File: config.mk
export PLATFORM = sky130hd
export DESIGN_NAME = fact_ctrl
export DESIGN_NICKNAME = d
export VERILOG_FILES = /design/src/rtl/fact_ctrl.sv
export SDC_FILE = /design/constraint.sdc
export NUM_CORES = 1
export LEC_CHECK = 0
export CAP_MARGIN = 20
export CORE_AREA = 2 2 39 41
export CTS_CLUSTER_DIAMETER = 30
export DETAILED_ROUTE_END_ITERATION = 6
export DIE_AREA = 0 0 41 43
export DONT_BUFFER_PORTS = 1
export GPL_ROUTABILITY_DRIVEN = 0
export HOLD_SLACK_MARGIN = 0.1
export MAX_ROUTING_LAYER = met4
export PLACE_DENSITY = 0.72
export REMOVE_ABC_BUFFERS = 1
export SETUP_SLACK_MARGIN = 0.2
export SLEW_MARGIN = 20
export SYNTH_ARGS = -nofsm -noshare
export SYNTH_HDL_FRONTEND = slang
export SYNTH_SLANG_ARGS = --single-unit
File: constraint.sdc
create_clock -name clk -period 1.65 [get_ports clk]
set_input_delay 0.4125 -clock clk [delete_from_list [all_inputs] [get_ports clk]]
set_output_delay 0.4125 -clock clk [all_outputs]
set_load 0.03 [all_outputs]
File: src/rtl/fact_ctrl.sv
// Control FSM for an iterative factorial datapath: sequences counter/product loads,
// reports busy/done/err, and forces an error if a run overstays TIMEOUT busy cycles.
module fact_ctrl #(
  parameter int unsigned TIMEOUT = 32
) (
  input  logic clk,
  input  logic rst_n,
  input  logic go,
  input  logic gt_in,
  input  logic gt_fact,
  output logic load_cnt,
  output logic en,
  output logic sel_1,
  output logic load_reg,
  output logic sel_2,
  output logic busy,
  output logic done,
  output logic err
);

  localparam int unsigned TW = $clog2(TIMEOUT + 1);
  // Compare one below TIMEOUT so the ERR transition lands after exactly TIMEOUT busy cycles.
  localparam logic [TW-1:0] TmoLast = TW'(TIMEOUT - 1);

  typedef enum logic [2:0] {
    StIdle,
    StInit,
    StCheck,
    StMul,
    StDone,
    StErr
  } state_e;

  state_e          r_state;
  state_e          w_next;
  logic            r_go_q;
  logic [TW-1:0]   r_tmo;
  logic            w_start;
  logic            w_busy;
  logic            w_tmo_hit;

  always_comb begin
    w_start   = go & ~r_go_q;
    w_busy    = (r_state == StInit) || (r_state == StCheck) || (r_state == StMul);
    w_tmo_hit = w_busy && (r_tmo == TmoLast);

    w_next = r_state;
    unique case (r_state)
      StIdle, StDone, StErr: begin
        if (w_start) w_next = gt_in ? StErr : StInit;
      end
      StInit:  w_next = StCheck;
      StCheck: w_next = gt_fact ? StMul : StDone;
      StMul:   w_next = StCheck;
      default: w_next = StIdle;
    endcase

    if (w_tmo_hit) w_next = StErr;
  end

  // Outputs are registered from the next state, so each one is a pure decode of r_state.
  always_ff @(posedge clk or negedge rst_n) begin
    if (!rst_n) begin
      r_state  <= StIdle;
      r_go_q   <= 1'b0;
      r_tmo    <= '0;
      load_cnt <= 1'b0;
      en       <= 1'b0;
      sel_1    <= 1'b0;
      load_reg <= 1'b0;
      sel_2    <= 1'b0;
      busy     <= 1'b0;
      done     <= 1'b0;
      err      <= 1'b0;
    end else begin
      r_state <= w_next;
      r_go_q  <= go;

      if (w_next == StInit) begin
        r_tmo <= '0;
      end else if (w_busy) begin
        r_tmo <= r_tmo + TW'(1);
      end

      load_cnt <= (w_next == StInit);
      load_reg <= (w_next == StInit) || (w_next == StMul);
      sel_1    <= (w_next == StMul);
      en       <= (w_next == StMul);
      sel_2    <= (w_next == StDone);
      done     <= (w_next == StDone);
      err      <= (w_next == StErr);
      busy     <= (w_next == StInit) || (w_next == StCheck) || (w_next == StMul);
    end
  end

endmodule

==> flow_summary.html <==
<table>
<tr><th>Metric</th><th>Value</th></tr>
<tr><th colspan="2">Outcome</th></tr>
<tr><td>Status</td><td>completed</td></tr>
<tr><th colspan="2">Global route</th></tr>
<tr><td>Antenna violations before repair</td><td>0</td></tr>
<tr><td>Largest net degree at the start of global routing</td><td>17</td></tr>
<tr><td>Vias in the first global route</td><td>about 600</td></tr>
<tr><td>Remaining global-route overflow</td><td>0</td></tr>
<tr><td>Total global-route track usage</td><td>0.2413</td></tr>
<tr><td>Wire length of the first global-routing pass</td><td>between 2000 and 3000 um</td></tr>
<tr><th colspan="2">Timing</th></tr>
<tr><td>Final setup violation count</td><td>0</td></tr>
<tr><td>Highest attainable clock frequency</td><td>0.6192 GHz</td></tr>
<tr><td>Smallest hold slack</td><td>around 140 ps</td></tr>
<tr><td>Smallest setup slack after layout</td><td>around 35 ps</td></tr>
<tr><td>Relative max-transition margin</td><td>0.5451</td></tr>
<tr><td>Setup repair after global routing missed its margin</td><td>yes</td></tr>
<tr><td>Accumulated negative setup slack</td><td>0 ps</td></tr>
<tr><td>Layout Skew</td><td>about 7.3 ps</td></tr>
<tr><td>Period minus WS final</td><td>1615 ps</td></tr>
<tr><td>Slew at the pin closest to its max-slew limit</td><td>just under 700 ps</td></tr>
<tr><td>Final worst path period share</td><td>0.9788</td></tr>
<tr><td>Final Hold Fails</td><td>0</td></tr>
<tr><td>Count of final max-slew check failures</td><td>0</td></tr>
<tr><th colspan="2">Cells and area</th></tr>
<tr><td>Final layout net count</td><td>84</td></tr>
<tr><td>Largest registers ranked by flip-flop count</td><td>r_tmo x6, r_state x3</td></tr>
<tr><td>Synthesis-to-layout area growth</td><td>21.70%</td></tr>
<tr><td>Commonest cells after routing, fill and taps aside</td><td>sky130_fd_sc_hd__dfrtp_1 (15), sky130_fd_sc_hd__buf_4 (7), sky130_fd_sc_hd__nand2_1 (6)</td></tr>
<tr><td>Most frequent standard cell in the layout excluding fill and tap cells</td><td>sky130_fd_sc_hd__dfrtp_1</td></tr>
<tr><td>Largest register by flop count</td><td>r_tmo</td></tr>
<tr><td>Antenna Diode Count</td><td>0</td></tr>
<tr><td>Area used by multi-input combinational logic</td><td>around 390 um2</td></tr>
<tr><td>Storage element area</td><td>401.6 um2</td></tr>
<tr><td>Fraction of final layout cells with drive strength greater than 1</td><td>0.3816</td></tr>
<tr><td>Flip-flop count of the largest register, all copies and words added</td><td>6</td></tr>
<tr><td>Filler Cell Count</td><td>just under 100</td></tr>
<tr><th colspan="2">Floorplanning</th></tr>
<tr><td>Number of cell rows</td><td>14</td></tr>
<tr><td>Effective utilization at floorplan</td><td>0.5416</td></tr>
<tr><td>Vertical extent of the die</td><td>roughly 43 um</td></tr>
<tr><td>Die width</td><td>slightly above 40 um</td></tr>
<tr><td>Placeable core region</td><td>1384 um2</td></tr>
<tr><td>Ports</td><td>13</td></tr>
<tr><td>Die area</td><td>around 1800 um2</td></tr>
<tr><th colspan="2">Yosys</th></tr>
<tr><td>Synthesized instance count</td><td>67</td></tr>
<tr><td>Synth warn</td><td>0</td></tr>
<tr><td>Number of synthesized register bits</td><td>16</td></tr>
<tr><td>Async set-or-reset flop fraction in the synthesized netlist</td><td>1.000</td></tr>
<tr><td>Mapped Area</td><td>between 700 and 800 um2</td></tr>
<tr><td>Dominant synthesized flop cell</td><td>sky130_fd_sc_hd__dfrtp_1</td></tr>
<tr><td>Sequential area share after synthesis</td><td>0.5342</td></tr>
<tr><td>Post-Synthesis Mean Instance Area</td><td>about 11 um2</td></tr>
<tr><td>EDFF count, synth</td><td>0</td></tr>
<tr><td>Unique masters post-synth</td><td>26</td></tr>
<tr><th colspan="2">Clock tree</th></tr>
<tr><td>Clk pin slew, worst setup/hold paths</td><td>90 ps</td></tr>
<tr><td>Clock latency on the worst-skew pair</td><td>between 200 and 300 ps</td></tr>
<tr><td>Clock tree sinks</td><td>16</td></tr>
<tr><td>Cell chosen for the clock root</td><td>sky130_fd_sc_hd__clkbuf_4</td></tr>
<tr><td>H-Tree Level Count</td><td>1</td></tr>
<tr><td>Clock tree buffer depth</td><td>2</td></tr>
<tr><td>Clock buffers created by TritonCTS</td><td>3</td></tr>
<tr><td>Clock tree from TritonCTS</td><td>done</td></tr>
<tr><th colspan="2">Power</th></tr>
<tr><td>Total power per unit cell area</td><td>~1800 nW/um2</td></tr>
<tr><td>Total design power</td><td>1.631 mW</td></tr>
<tr><td>Pint</td><td>around 900 uW</td></tr>
<tr><td>Switching part of the total</td><td>0.4341</td></tr>
<tr><td>Part of the power in combinational logic</td><td>0.404</td></tr>
<tr><td>Standby leakage power</td><td>between 0.4 and 0.5 nW</td></tr>
<tr><td>Maximum vdd ir drop</td><td>~0.00071 V</td></tr>
<tr><td>Net Switching</td><td>between 700 and 800 uW</td></tr>
<tr><td>Portion of total power attributed to sequential cells</td><td>0.471</td></tr>
<tr><td>Clock power share</td><td>0.125</td></tr>
<tr><th colspan="2">Setup path</th></tr>
<tr><td>Type of element capturing the critical path</td><td>flip-flop</td></tr>
<tr><td>Critical path class</td><td>reg2reg</td></tr>
<tr><td>Launching element type of the critical path</td><td>flip-flop</td></tr>
<tr><td>Arrival time at the worst endpoint</td><td>around 1800 ps</td></tr>
<tr><td>FF-to-FF Start</td><td>r_state[0]</td></tr>
<tr><td>Critical path origin</td><td>r_state[0]</td></tr>
<tr><td>Required time at the worst-slack endpoint</td><td>about 1900 ps</td></tr>
<tr><td>Worst-path maximum fanout</td><td>7</td></tr>
<tr><th colspan="2">Worst hold path</th></tr>
<tr><td>Worst min-delay path category</td><td>in2reg</td></tr>
<tr><td>Startpoint of the lowest-slack hold path</td><td>go</td></tr>
<tr><th colspan="2">Routing</th></tr>
<tr><td>Iter 0 DRT Violations</td><td>7</td></tr>
<tr><td>Post-route ant nets</td><td>0</td></tr>
<tr><td>WL per Instance</td><td>17.49 um</td></tr>
<tr><td>Total wire length</td><td>1609 um</td></tr>
<tr><td>Detailed-router iteration count before antenna repair</td><td>4</td></tr>
<tr><td>Average vias per placed instance</td><td>5.859</td></tr>
<tr><td>Residual DRC count</td><td>0</td></tr>
<tr><td>Count of vias placed by the detailed router</td><td>539</td></tr>
<tr><th colspan="2">Place</th></tr>
<tr><td>HPWL Detailed</td><td>983.5 um</td></tr>
<tr><td>Worst setup slack after placement</td><td>1.196 ps</td></tr>
<tr><td>PortBufs</td><td>0</td></tr>
<tr><th colspan="2">Run</th></tr>
<tr><td>Count of max-cap constraint violations</td><td>0</td></tr>
</table>
## final cells by class
| class | instances | share of cell area |
|---|---|---|
| multi-input combinational | 46 | 0.4239 |
| sequential | 16 | 0.4403 |
| inverter | 2 | 0.008230 |
| clock buffer | 3 | 0.02469 |
| tap | 16 | 0.02195 |
| timing repair buffer | 9 | 0.08093 |
## synthesized netlist by cell type, types with 2 or more instances
cell type / count / area, um2
sky130_fd_sc_hd__dfrtp_1: 16 / 400.4
sky130_fd_sc_hd__nor2_1: 10 / 37.54
sky130_fd_sc_hd__nand2_1: 6 / 22.52
sky130_fd_sc_hd__a21oi_1: 4 / 20.02
sky130_fd_sc_hd__xor2_1: 4 / 35.03
sky130_fd_sc_hd__nand4_1: 3 / 18.77
sky130_fd_sc_hd__nor3_1: 3 / 15.01
sky130_fd_sc_hd__buf_4: 2 / 15.01
sky130_fd_sc_hd__inv_1: 2 / 7.510
## path summary, 6_finish.rpt
kind | to | slack [ps] | cells past startpoint
worst min-delay path | r_go_q | 140 | 0
worst max register to register | r_tmo[1] | 30 | 5
min in group asynchronous | done | 590 | 1
worst min register to register | r_tmo[4] | 590 | 2
worst max-delay path | r_tmo[1] | 30 | 5
max in group asynchronous | r_state[1] | 590 | 1
## worst max-delay path: stages (launching register included)
cell and delay [ps]:
sky130_fd_sc_hd__dfrtp_1 440, sky130_fd_sc_hd__or3b_4 420, sky130_fd_sc_hd__a211oi_4 340, sky130_fd_sc_hd__nor4b_4 80, sky130_fd_sc_hd__buf_6 150, sky130_fd_sc_hd__a21oi_2 110
## power by group through the flow
stage | sequential, mW | clock [mW] | combinational [mW]
floorplan | 0.759 | 0 | 0.337
global placement | 0.766 | 0 | 0.458
detailed placement | 0.772 | 0 | 0.477
CTS | 0.764 | 0.202 | 0.604
global route | 0.791 | 0.229 | 0.714
finish | 0.769 | 0.203 | 0.659
## logic make-up (layout without fill, tap and decap cells)
group                      Yosys count  in the layout  synth area share
AOI/OAI and AO/OA                    9              9           0.09684
xor gates and xnor gates             5              5           0.05843
adders and majority gates            1              1           0.01669
buffers and inverters                5             14           0.03672
DFF                                 16             16            0.5342
and+or+nand+nor                     31             31            0.2571
## metal layers
metal,track usage,share of wire
met1,0.2979,0.42
met2,0.3531,0.53
met3,0.06283,0.029
met4,0.1200,0.022
met5,-,0
## metrics by stage
stage / cells / area [um2] / utilization
after global routing: 92 / 912.1 / 0.6591
after CTS: 92 / 887.1 / 0.6410
after global placement: 84 / 779.5 / 0.5633
final: 92 / 912.1 / 0.6591
after floorplan: 64 / 729.5 / -
after detailed placement: 84 / 779.5 / 0.5633
## repair_timing
item	4_1_cts	5_1_grt
hold buffers	1	0
pin swaps	8	3
gates resized for setup	12	5
buffers inserted	4	0
endpoints found under the hold margin	16	0
endpoints found under the setup margin	14	13
Note: power is estimated with default switching activity, not from simulation.
